[config.mk]
export PLATFORM = sky130hd
export DESIGN_NAME = instr_fetch
export DESIGN_NICKNAME = d
export VERILOG_FILES = /design/src/rtl/instr_fetch_pkg.sv /design/src/rtl/instr_fetch.sv
export SDC_FILE = /design/constraint.sdc
export NUM_CORES = 1
export LEC_CHECK = 0
export CAP_MARGIN = 20
export CORE_MARGIN = 10
export CORE_UTILIZATION = 46
export CTS_BUF_LIST = sky130_fd_sc_hd__clkbuf_8 sky130_fd_sc_hd__clkbuf_16
export DETAILED_ROUTE_END_ITERATION = 16
export HOLD_SLACK_MARGIN = 0.02
export PLACE_DENSITY = 0.81
export SYNTH_ARGS = -nofsm -noshare
export SYNTH_HDL_FRONTEND = slang
export SYNTH_SLANG_ARGS = --single-unit
[constraint.sdc]
create_clock -name clk -period 3 [get_ports clk]
set_clock_uncertainty 0.05 [all_clocks]
set_input_delay 0.45 -clock clk [delete_from_list [all_inputs] [get_ports clk]]
set_output_delay 0.45 -clock clk [all_outputs]
set_load 0.02 [all_outputs]
[src/rtl/instr_fetch_pkg.sv]
// Core-wide constants: NOP word, base opcodes, instruction types
// and the fetch FSM encoding.
package instr_fetch_pkg;

    localparam logic [31:0] NOP_WORD = 32'h0000_0013;

    localparam logic [6:0] OPC_R      = 7'b0110011;
    localparam logic [6:0] OPC_LOAD   = 7'b0000011;
    localparam logic [6:0] OPC_OP_IMM = 7'b0010011;
    localparam logic [6:0] OPC_STORE  = 7'b0100011;
    localparam logic [6:0] OPC_BRANCH = 7'b1100011;
    localparam logic [6:0] OPC_AUIPC  = 7'b0010111;
    localparam logic [6:0] OPC_JAL    = 7'b1101111;

    typedef enum logic [2:0] {
        ITYPE_R  = 3'd0,
        ITYPE_I  = 3'd1,
        ITYPE_S  = 3'd2,
        ITYPE_SB = 3'd3,
        ITYPE_U  = 3'd4,
        ITYPE_UJ = 3'd5
    } itype_t;

    typedef enum logic [1:0] {
        FS_IDLE = 2'd0,
        FS_REQ  = 2'd1,
        FS_HOLD = 2'd2,
        FS_ERR  = 2'd3
    } fetch_state_t;

endpackage

[src/rtl/instr_fetch.sv]
// Instruction-fetch stage: owns PC and IR, fetches over req/ack,
// and commits the next PC when the control unit retires an instruction.
module instr_fetch
    import instr_fetch_pkg::*;
#(
    parameter int              XLEN     = 64,
    parameter logic [XLEN-1:0] RESET_PC = '0,
    parameter int              TIMEOUT  = 255
) (
    input  logic            clk,
    input  logic            rst_n,
    input  logic            fetch_en,
    input  logic            pc_update,
    input  logic            pc_src,
    input  logic [XLEN-1:0] branch_target,
    output logic            i_mem_req,
    output logic [XLEN-1:0] i_mem_addr,
    input  logic            i_mem_ack,
    input  logic [31:0]     i_mem_rdata,
    output logic [31:0]     ir,
    output logic [6:0]      opcode,
    output logic            ir_valid,
    output logic [XLEN-1:0] pc,
    output logic [63:0]     instret,
    output logic            fetch_err
);

    localparam logic [7:0] WD_MAX = 8'(TIMEOUT);

    fetch_state_t    state;
    fetch_state_t    state_nxt;
    logic [7:0]      wd;
    logic [7:0]      wd_inc;
    logic [XLEN-1:0] pc_nxt;
    logic            misaligned;
    logic            timed_out;

    assign wd_inc     = wd + 8'd1;
    assign timed_out  = (wd_inc == WD_MAX);
    assign pc_nxt     = pc_src ? branch_target : pc + XLEN'(4);
    assign misaligned = (pc_nxt[1:0] != 2'b00);

    always_ff @(posedge clk) begin
        if (rst_n) state <= FS_IDLE;
        else       state <= state_nxt;
    end

    always_comb begin
        state_nxt = state;
        unique case (state)
            FS_IDLE: if (fetch_en) state_nxt = FS_REQ;
            FS_REQ: begin
                if (i_mem_ack)      state_nxt = FS_HOLD;
                else if (timed_out) state_nxt = FS_ERR;
            end
            FS_HOLD: begin
                if (pc_update)
                    state_nxt = misaligned ? FS_ERR : FS_IDLE;
            end
            FS_ERR:  state_nxt = FS_ERR;
            default: state_nxt = FS_ERR;
        endcase
    end

    always_comb begin
        i_mem_req  = (state == FS_REQ);
        ir_valid   = (state == FS_HOLD);
        i_mem_addr = pc;
        opcode     = ir[6:0];
    end

    always_ff @(posedge clk) begin
        if (rst_n) begin
            pc        <= RESET_PC;
            ir        <= NOP_WORD;
            instret   <= '0;
            fetch_err <= 1'b0;
            wd        <= '0;
        end else begin
            unique case (state)
                FS_IDLE: if (fetch_en) wd <= '0;
                FS_REQ: begin
                    if (i_mem_ack) begin
                        ir <= i_mem_rdata;
                    end else begin
                        wd <= wd_inc;
                        if (timed_out) fetch_err <= 1'b1;
                    end
                end
                FS_HOLD: begin
                    // a misaligned target still lands in pc for debug
                    if (pc_update) begin
                        pc      <= pc_nxt;
                        instret <= instret + 64'd1;
                        if (misaligned) fetch_err <= 1'b1;
                    end
                end
                default: ;
            endcase
        end
    end

endmodule

==> summary.md, run 1 <==
| Metric | Value |
|---|---|
| Synthesis-to-layout area growth | `39.12%` |
| Non-filler instance count after layout | `1764` |
| Area of the core | `0.02036 sq mm` |
| Relative contribution of the clock network to total power | `0.410` |
| Routed len/inst | `19.56 microns` |
| CTS clock-pin slew for the worst setup and hold paths | `0.07 ns` |
| Vias in the first global route | `9409` |
| Critical path required time | `3.25 ns` |
| Master cell of the clock root buffer | `sky130_fd_sc_hd__clkbuf_16` |
| Number of top-level design ports | `336` |
| Mapped Avg Cell Area | `7.707 sq um` |
| Dominant synthesized flop cell | `sky130_fd_sc_hd__dfxtp_1` |
| Worst setup path class | `flop to flop` |
| Power share of the combinational group | `0.149` |
| Overall track demand over capacity in global routing | `0.2426` |
| Result of the run | `finished clean` |
| Critical path arrival | `2.87 ns` |
| Worst min path class | `primary input to flop` |
| Share of the synthesized area in the top cell type | `0.3582` |
| Setup repair after global routing missed its margin | `false` |
| CTS Buffer Depth | `2` |
| Final std cell area, no fill | `0.01330 sq mm` |
| Antenna violations before repair | `1` |
| Worst-Margin Slew | `0.7182 ns` |
| Internal Power | `3.968 mW` |
| TritonCTS clock tree | `done` |
| Vias/cell | `5.795` |
| Top cell types by occurrence after synthesis | `sky130_fd_sc_hd__dfxtp_1 (171), sky130_fd_sc_hd__nand2_1 (159), sky130_fd_sc_hd__nor2_1 (125)` |
| Final period utilization | `0.8738` |
| Number of buffers inserted by hold repair at cts | `0` |
| Cell accounting for the most synthesized area | `sky130_fd_sc_hd__dfxtp_1` |
| Remaining Overflow, GRT | `0` |
| Starting Density | `0.4693` |
| Placer Congestion | `0.8887` |
| Net switching power figure | `1.523 mW` |
| Max-slew violation total from the final report | `0` |
| First-pass GRT wire length | `52810 microns` |
| CP max FO | `13` |
| Min Tclk post-route | `2.621 ns` |
| Number of distinct standard cells referenced by the synthesized netlist | `66` |
| Post-CTS Setup Inserts | `0` |
| Met1 routing resource usage after global routing | `0.3031` |
| Post-synth EDFFs | `0` |
| Worst hold slack | `0.3477 ns` |
| Met3 routing resource usage after global routing | `0.06258` |
| Number of synthesized register bits | `171` |
| Fill cells | `1657` |
| Sequential Power Share | `0.440` |
| Buffers on Ports | `335` |
| Sink Count | `171` |
| Static leakage | `4.359 nW` |
| Source-to-sink clock delay at the later pin of the worst-skew pair | `0.43 ns` |
| Synth warn | `0` |
| Number of placed cells counting well taps | `1732` |
| Wirelength, routed | `34510 microns` |
| Via total after detailed routing | `10220` |
| Final HPWL DP | `25480 microns` |
| Setup violators final | `0` |
| Die Outline Area | `0.02694 sq mm` |
| Sum of negative setup slack | `0 ns` |
| Number of clock buffers inserted by TritonCTS | `17` |
| Largest net degree at the start of global routing | `104` |
| Detailed-route DRC error count | `0` |
| Slack of the worst reg-to-reg path | `0.38 ns` |
| DP Area | `0.01270 sq mm` |
| Depth of the worst hold-timing path | `2` |
| Most frequent cell after synthesis | `sky130_fd_sc_hd__dfxtp_1` |
| Category of the worst setup path capture point | `flop` |
| Nets in the synthesized netlist | `1346` |
| Cells resized by post-CTS repair | `0` |
| Worst IR Drop VDD | `0.2997 mV` |
| Dominant cells by area after synthesis | `sky130_fd_sc_hd__dfxtp_1 (36%), sky130_fd_sc_hd__nand2_1 (6.2%), sky130_fd_sc_hd__buf_4 (5.6%), sky130_fd_sc_hd__a21oi_1 (5.2%), sky130_fd_sc_hd__nor2_1 (4.9%)` |
| Sw Ratio | `0.2774` |
| Cell area after synthesis | `0.009557 sq mm` |
| Met2 Usage GRT | `0.4066` |
| Die Span Y | `164.1 microns` |
| Type of element launching the critical path | `flop` |
| Hold Violations, Final | `0` |
| Total power divided by cell area | `413.1 mW/mm^2` |
| Share of synthesized registers carrying an async set or reset | `0` |
| Nets@finish | `1587` |
| Max-cap violations | `0` |
| Horizontal die dimension | `164.1 microns` |
| Share of final-layout standard cells stronger than drive strength 1 | `0.06229` |
| Initial detailed-routing violation count | `1083` |
| Final ANT Viol Nets | `0` |
| Maximum level of the CTS H-tree | `4` |
| Busiest metal layer after global routing | `met2` |
| Worst reg-to-reg path cell count | `7` |
| Part of the Yosys area used for sequential elements | `0.3582` |
| Number of standard cells after synthesis | `1240` |
| First-pass iteration count of the detailed router | `5` |
| Num rows | `52` |
| Highest clock rate | `0.3815 GHz` |
| Slew HR | `0.5194` |
per-stage QoR:
stage	power (mW)	setup WS, ns	util
2_1_floorplan	2.894	0.4636	-
3_3_place_gp	3.272	0.2719	0.6239
3_5_place_dp	3.284	0.2399	0.6239
4_1_cts	5.503	0.3842	0.6527
5_1_grt	5.663	0.2093	0.6529
6_report	5.492	0.3785	0.6529
cell usage in the layout, fill, tap and decap left out, types with 17 or more instances in the layout:
master                            Yosys  routed
sky130_fd_sc_hd__o21ai_0             56      56
sky130_fd_sc_hd__nand2_1            159     159
sky130_fd_sc_hd__and3_1              26      26
sky130_fd_sc_hd__nor4_1              29      29
sky130_fd_sc_hd__nor3_1              30      29
sky130_fd_sc_hd__inv_1               24      24
sky130_fd_sc_hd__nand4_1             40      40
sky130_fd_sc_hd__a21oi_1            100     100
sky130_fd_sc_hd__and4_1              21      21
sky130_fd_sc_hd__clkdlybuf4s50_1      0     333
sky130_fd_sc_hd__xnor2_1             45      45
sky130_fd_sc_hd__clkbuf_16            0      17
sky130_fd_sc_hd__dfxtp_1            171     171
sky130_fd_sc_hd__nand3_1             57      57
sky130_fd_sc_hd__buf_4               71      31
sky130_fd_sc_hd__nor2_1             125     125
cell families after synthesis:
family	Yosys count	synth area share
and+or+nand+nor	557	0.3035
AOI/OAI and AO/OA	269	0.1715
DFF	171	0.3582
buffers and inverters	169	0.09531
xor gates and xnor gates	57	0.05224
muxes	13	0.01401
adders and majority gates	4	0.005237
final timing paths:
path,from,to
max reg2reg,instret[23],instret[57]
min,rst_n,wd[0]
max,instret[23],instret[57]
min reg2reg,ir[29],ir[29]
cell type report:
cell class,count,area [sq um],area share
Antenna cell,1,2.502,0.0001882
Multi-Input combinational cell,900,5228,0.3932
Sequential cell,171,3423,0.2575
Inverter,24,90.09,0.006776
Tap cell,270,337.8,0.02541
Clock buffer,17,425.4,0.03200
Timing Repair Buffer,367,3626,0.2727
Clock inverter,14,162.7,0.01223
power by group through the flow:
stage	clock network, mW	logic [mW]	registers, mW
after floorplan	0	0.381	2.51
after CTS	2.27	0.820	2.42
after global routing	2.36	0.880	2.43
after global placement	0	0.807	2.47
after detailed placement	0	0.816	2.47
final	2.25	0.820	2.42
critical path, stage by stage (launching register included):
cell                      delay (ns)
sky130_fd_sc_hd__dfxtp_1        0.43
sky130_fd_sc_hd__nand4_2        0.17
sky130_fd_sc_hd__or3_4          0.49
sky130_fd_sc_hd__or4b_1         0.54
sky130_fd_sc_hd__buf_4          0.23
sky130_fd_sc_hd__nor4_1         0.36
sky130_fd_sc_hd__xnor2_1        0.16
sky130_fd_sc_hd__nor2_1         0.05
state kept, by name (all words and copies together), names as in the netlist:
register and count:
instret 64, wd 8, fetch_err 1, ir 32
state 2, i_mem_addr 64
layer usage:
layer | vias to the layer above | part of all wire
li1 | 4868 | -
met1 | 4851 | 0.40
met5 | - | 0
met4 | 0 | 0.013
met2 | 476 | 0.49
met3 | 28 | 0.094
No activity file was read; power rests on OpenSTA's default activity.
==> run 2, diff against run 1 <==
- CAP_MARGIN: 20 -> default
- CORE_MARGIN: 10 -> default
- HOLD_SLACK_MARGIN: 0.02 -> default
==> summary.md, run 2 (synthesis results as in run 1) <==
| Metric | Value |
|---|---|
| Total power divided by cell area | `423.8 mW/mm^2 (+2.6%)` |
| First-pass GRT wire length | `50040 microns (-5.3%)` |
| Starting Density | `0.4708 (+0.001504)` |
| Number of buffers inserted by hold repair at cts | `0 (unchanged)` |
| Worst-Margin Slew | `0.8081 ns (+0.08996 ns)` |
| CTS clock-pin slew for the worst setup and hold paths | `0.07 ns (about the same)` |
| Share of final-layout standard cells stronger than drive strength 1 | `0.05973 (-0.002559)` |
| Max-slew violation total from the final report | `0 (unchanged)` |
| Commonest non-fill, non-tap cell in the layout | `sky130_fd_sc_hd__clkdlybuf4s50_1` |
| Die Outline Area | `0.02136 sq mm (-21%)` |
| CP max FO | `13 (unchanged)` |
| Worst setup path class | `flop to flop` |
| Type of element launching the critical path | `flop` |
| Hold Violations, Final | `0 (unchanged)` |
| Category of the worst setup path capture point | `flop` |
| Setup violators final | `0 (unchanged)` |
| Ant diodes | `0 (-1)` |
| Number of placed cells counting well taps | `1729 (-0.17%)` |
| Area of the core | `0.02030 sq mm (-0.32%)` |
| Result of the run | `finished clean` |
| Antenna violations before repair | `0 (-1)` |
| Commonest cells after routing, fill and taps aside | `sky130_fd_sc_hd__clkdlybuf4s50_1 (333), sky130_fd_sc_hd__dfxtp_1 (171), sky130_fd_sc_hd__nand2_1 (159), sky130_fd_sc_hd__nor2_1 (125), sky130_fd_sc_hd__a21oi_1 (100)` |
| Area taken by flip-flops and latches | `0.003423 sq mm (unchanged)` |
| Sum of negative setup slack | `0 ns (unchanged)` |
| Total Power | `5.642 mW (+2.7%)` |
| Static leakage | `4.358 nW (about the same)` |
| Routed met3 length | `2395 microns (-26%)` |
| Source-to-sink clock delay at the later pin of the worst-skew pair | `0.43 ns (about the same)` |
| Final HPWL DP | `22660 microns (-11%)` |
| Num rows | `52 (unchanged)` |
| Synthesis-to-layout area growth | `39.30%` |
| Initial detailed-routing violation count | `892 (-18%)` |
| Area used by multi-input combinational logic | `0.005228 sq mm (unchanged)` |
| Fill cells | `1725 (+4.1%)` |
| Wirelength, routed | `31850 microns (-7.7%)` |
| Non-filler instance count after layout | `1760 (-0.23%)` |
| Number of top-level design ports | `336 (unchanged)` |
| Worst min path class | `flop to flop` |
| Maximum level of the CTS H-tree | `4 (unchanged)` |
| CTS Buffer Depth | `2 (unchanged)` |
| First-pass iteration count of the detailed router | `5 (unchanged)` |
| Min Tclk post-route | `2.620 ns (-0.001850 ns)` |
| Met1 layer wirelength in the final routing | `13610 microns (-2.1%)` |
| Worst stage delay on the critical path | `0.54 ns (about the same)` |
| Routed len/inst | `18.10 microns (-7.5%)` |
| DP Area | `0.01268 sq mm (-0.18%)` |
| Slew HR | `0.4592 (-0.06019)` |
| Buffers on Ports | `335 (unchanged)` |
| TritonCTS clock tree | `done` |
| CP cell instances | `nand4_2 -> or3_4 -> or4b_1 -> buf_4 -> nor4_1 -> xnor2_1 -> nor2_1` |
| Final std cell area, no fill | `0.01331 sq mm (+0.13%)` |
| Vias/cell | `5.806 (+0.19%)` |
| Detailed-route DRC error count | `0 (unchanged)` |
| Largest net degree at the start of global routing | `71 (-32%)` |
| Max-cap violations | `0 (unchanged)` |
| Via total after detailed routing | `10220 (-0.039%)` |
| Final ANT Viol Nets | `0 (unchanged)` |
| Post-CTS Setup Inserts | `0 (unchanged)` |
| Sink Count | `171 (unchanged)` |
| Worst IR Drop VDD | `0.3342 mV (+12%)` |
| Die Span Y | `146.1 microns (-11%)` |
| Cells resized by post-CTS repair | `0 (unchanged)` |
| Highest metal layer with signal wires | `met4` |
| Placer Congestion | `0.8839 (-0.54%)` |
| Setup repair after global routing missed its margin | `false` |
| Critical path arrival | `2.87 ns (about the same)` |
| Length of routed met2 wiring | `14750 microns (-13%)` |
| Slowest cell on the critical path | `sky130_fd_sc_hd__or4b_1` |
| Vias in the first global route | `9177 (-2.5%)` |
| Critical path required time | `3.25 ns (about the same)` |
| Final period utilization | `0.8732 (about the same)` |
| Nets@finish | `1584 (-0.19%)` |
| Number of clock buffers inserted by TritonCTS | `17 (unchanged)` |
| Highest clock rate | `0.3817 GHz (about the same)` |
| Overall track demand over capacity in global routing | `0.2919 (+0.04922)` |
| Master cell of the clock root buffer | `sky130_fd_sc_hd__clkbuf_16` |
| Remaining Overflow, GRT | `0 (unchanged)` |
| Horizontal die dimension | `146.1 microns (-11%)` |
-- run 2: path summary, 6_finish.rpt --
check             cells after the start     endpoint   startpoint  slack (ns)
hold reg to reg                       2       ir[14]       ir[14]        0.40
setup reg to reg                      7  instret[57]  instret[23]        0.38
setup / recovery                      7  instret[57]  instret[23]        0.38
hold / removal                        2       ir[14]       ir[14]        0.40
-- run 2: through the flow --
| step | util | setup WS, ns | hold WS [ns] |
|---|---|---|---|
| CTS | 0.6558 | 0.3670 | 0.4074 |
| finish | 0.6558 | 0.3804 | 0.4044 |
| global route | 0.6558 | 0.1575 | 0.4255 |
| global placement | 0.6248 | 0.2905 | 0.3913 |
| floorplan | - | 0.4636 | 0.4085 |
| detailed placement | 0.6248 | 0.3051 | 0.3972 |
-- run 2: where the power goes --
group	internal [mW]	leakage [nW]	switching [mW]	total, mW
registers	2.33	1.38	0.0882	2.42
logic	0.387	2.67	0.428	0.814
clock network	1.41	0.306	0.996	2.41
-- run 2: metal layers --
layer	vias up	track usage
met2	524	0.4652
met5	-	0
met3	71	0.04219
met4	0	0.1318
met1	4774	0.3907
li1	4850	-
-- run 2: cell type report --
cell class                      instances  area share
Tap cell                              270     0.02538
Multi-Input combinational cell        900      0.3927
Inverter                               24    0.006767
Clock inverter                         14     0.01541
Timing Repair Buffer                  364      0.2707
Sequential cell                       171      0.2571
Clock buffer                           17     0.03195
-- run 2: critical path, delay by kind of cell (launching register included) --
kind | cells | cell delay, ns
buffers and inverters | 1 | 0.23
flip-flops | 1 | 0.43
AND/OR/NAND/NOR | 5 | 1.61
XOR/XNOR | 1 | 0.16
==> run 3, diff against run 2 <==
- GPL_TIMING_DRIVEN: default -> 0
==> summary.md, run 3 (synthesis results as in run 1) <==
| Metric | Value |
|---|---|
| Destination of the worst hold path | `ir[25]` |
| Worst reg-to-reg path cell count | `7 (unchanged)` |
| CTS Buffer Depth | `2 (unchanged)` |
| Wirelength, routed | `37760 microns (+19%)` |
| Synthesis-to-layout area growth | `45.39%` |
| Area of the core | `0.02030 sq mm (unchanged)` |
| Starting Density | `0.4708 (unchanged)` |
| Highest clock rate | `0.3361 GHz (-12%)` |
| Num rows | `52 (unchanged)` |
| Slowest cell on the critical path | `sky130_fd_sc_hd__nor4_1` |
| Routed len/inst | `20.04 microns (+11%)` |
| Antenna violations before repair | `0 (unchanged)` |
| Non-filler instance count after layout | `1884 (+7.0%)` |
| Max-cap violations | `0 (unchanged)` |
| Die Span Y | `146.1 microns (unchanged)` |
| First-pass iteration count of the detailed router | `5 (unchanged)` |
| Depth of the worst hold-timing path | `2 (unchanged)` |
| Hold Violations, Final | `0 (unchanged)` |
| Slew HR | `0.3890 (-0.07021)` |
| Placer Congestion | `0.9618 (+8.8%)` |
| Worst setup path class | `flop to flop` |
| Worst stage delay on the critical path | `0.55 ns (about the same)` |
| Category of the worst setup path capture point | `flop` |
| Max-slew violation total from the final report | `0 (unchanged)` |
| Number of buffer and inverter instances along the worst setup path | `1 (unchanged)` |
| CTS clock-pin slew for the worst setup and hold paths | `0.08 ns (about the same)` |
| Vias/cell | `5.934 (+2.2%)` |
| Min Tclk post-route | `2.975 ns (+0.3553 ns)` |
| Buffers on Ports | `333 (-0.60%)` |
| Ant diodes | `0 (unchanged)` |
| Critical path required time | `3.31 ns (+0.06 ns)` |
| Start point of the worst min-delay path | `ir[25]` |
| Maximum level of the CTS H-tree | `4 (unchanged)` |
| Source-to-sink clock delay at the later pin of the worst-skew pair | `0.44 ns (about the same)` |
| Initial detailed-routing violation count | `1234 (+38%)` |
| Commonest cells after routing, fill and taps aside | `sky130_fd_sc_hd__clkdlybuf4s50_1 (333), sky130_fd_sc_hd__dfxtp_1 (171), sky130_fd_sc_hd__nand2_1 (159), sky130_fd_sc_hd__nor2_1 (125), sky130_fd_sc_hd__a21oi_1 (100)` |
| Via total after detailed routing | `11180 (+9.4%)` |
| Vias in the first global route | `10240 (+12%)` |
| Share of final-layout standard cells stronger than drive strength 1 | `0.08922 (+0.02949)` |
| Number of clock buffers inserted by TritonCTS | `17 (unchanged)` |
| Type of element launching the critical path | `flop` |
| Commonest non-fill, non-tap cell in the layout | `sky130_fd_sc_hd__clkdlybuf4s50_1` |
| Worst hold slack | `0.4053 ns (+0.0009160 ns)` |
| Remaining Overflow, GRT | `0 (unchanged)` |
| Worst IR Drop VDD | `0.3392 mV (+1.5%)` |
| Worst-Margin Slew | `0.9164 ns (+0.1083 ns)` |
| Number of buffers inserted by hold repair at cts | `0 (unchanged)` |
| TritonCTS clock tree | `done` |
| Sum of negative setup slack | `0 ns (unchanged)` |
| RR Startpoint | `i_mem_addr[22]` |
| Slack of the worst reg-to-reg path | `0.03 ns (-0.36 ns)` |
| Worst min path class | `flop to flop` |
| Static leakage | `4.727 nW (+8.5%)` |
| Largest net degree at the start of global routing | `17 (-76%)` |
| Delay-heaviest family, CP | `simple AND/OR/NAND/NOR gates` |
| Post-route core utilization | `0.6845 (+0.02866)` |
| Die Outline Area | `0.02136 sq mm (unchanged)` |
| Worst flop-to-flop path endpoint | `i_mem_addr[61]` |
| CP max FO | `10 (-3)` |
| Final ANT Viol Nets | `0 (unchanged)` |
| Final period utilization | `0.9916 (+0.1184)` |
| Total power divided by cell area | `394.7 mW/mm^2 (-6.9%)` |
| First-pass GRT wire length | `57480 microns (+15%)` |
| Overall track demand over capacity in global routing | `0.3455 (+0.05365)` |
| Horizontal die dimension | `146.1 microns (unchanged)` |
| Number of placed cells counting well taps | `1843 (+6.6%)` |
| Number of top-level design ports | `336 (unchanged)` |
| Master cell of the clock root buffer | `sky130_fd_sc_hd__clkbuf_16` |
| Setup slack after layout | `0.02511 ns (-0.3553 ns)` |
| Result of the run | `finished clean` |
| Sink Count | `171 (unchanged)` |
| Setup violators final | `0 (unchanged)` |
| Setup repair after global routing missed its margin | `false` |
| Critical path arrival | `3.29 ns (+0.42 ns)` |
| Fill cells | `1692 (-1.9%)` |
| Dpl ws | `-0.2453 ns (-0.5503 ns)` |
| Detailed-route DRC error count | `0 (unchanged)` |
| CP cell instances | `clkbuf_1 -> and4_1 -> and3_1 -> nand4_1 -> nor4_1 -> mux2_2 -> a31oi_1` |
| Nets@finish | `1707 (+7.8%)` |
| Final HPWL DP | `27930 microns (+23%)` |
[run 3: changes by cell type in the layout (fill, tap and decap cells not counted), moves of 2 or more]
cell	delta
sky130_fd_sc_hd__inv_6	-2
sky130_fd_sc_hd__bufinv_16	-4
sky130_fd_sc_hd__buf_4	+53
sky130_fd_sc_hd__clkbuf_8	+4
sky130_fd_sc_hd__nor4_1	-2
sky130_fd_sc_hd__clkinv_4	+4
sky130_fd_sc_hd__buf_1	+7
sky130_fd_sc_hd__clkbuf_1	+63
sky130_fd_sc_hd__buf_12	-3
sky130_fd_sc_hd__buf_2	+2
sky130_fd_sc_hd__inv_8	-2
[run 3: worst reg2reg max path, stage by stage, from the launching register on]
cell,delay (ns)
sky130_fd_sc_hd__dfxtp_1,0.37
sky130_fd_sc_hd__clkbuf_1,0.30
sky130_fd_sc_hd__and4_1,0.33
sky130_fd_sc_hd__and3_1,0.48
sky130_fd_sc_hd__nand4_1,0.30
sky130_fd_sc_hd__nor4_1,0.55
sky130_fd_sc_hd__mux2_2,0.40
sky130_fd_sc_hd__a31oi_1,0.13
[run 3: what timing repair did]
action / in CTS / in global routing
gates resized for setup: 2 / 2
buffers inserted: 0 / 10
setup endpoints to repair: 5 / 15
pin swaps: 0 / 3
[run 3: final cells by class]
cell class	instances	area (sq um)	area share
multi-input cells	900	5253	0.3780
flip-flops and latches	171	3423	0.2464
repair buffers	343	3408	0.2453
plain buffers	144	817.0	0.05880
clock buffers	21	480.5	0.03458
well taps	270	337.8	0.02431
inverters	24	90.09	0.006484
clock inverters	11	85.08	0.006123
[run 3: worst max path at each step]
stage,slack [ns],startpoint,cells after the start,to
final,0.03,i_mem_addr[22],7,i_mem_addr[61]
after global routing,0.0002,pc_update,9,instret[54]
after CTS,0.07,i_mem_addr[2],7,i_mem_addr[56]
after detailed placement,-0.25,pc_update,8,instret[33]
after global placement,-0.18,pc_update,8,instret[39]
after floorplan,0.46,instret[23],7,instret[63]
[run 3: per-layer routing]
metal | GRT usage | wire length [microns] | vias up
li1 | - | - | 5114
met1 | 0.4487 | 14550 | 5179
met2 | 0.5605 | 17390 | 760
met3 | 0.05719 | 4101 | 127
met4 | 0.1599 | 1720 | 0
met5 | 0 | 0 | -
[run 3: power by group]
part / internal, mW / leakage [nW] / total (mW) / switching [mW]
sequential: 2.33 / 1.38 / 2.42 / 0.0856
combinational: 0.429 / 3.07 / 0.930 / 0.501
clock: 1.16 / 0.278 / 2.14 / 0.980
total: 3.92 / 4.73 / 5.48 / 1.57
[run 3: metrics by stage]
| step | total power, mW | cell area, sq um |
|---|---|---|
| 5_1_grt | 5.634 | 13890 |
| 6_report | 5.484 | 13890 |
| 3_5_place_dp | 3.376 | 13230 |
| 2_1_floorplan | 2.894 | 9557 |
| 4_1_cts | 5.471 | 13810 |
| 3_3_place_gp | 3.365 | 13230 |
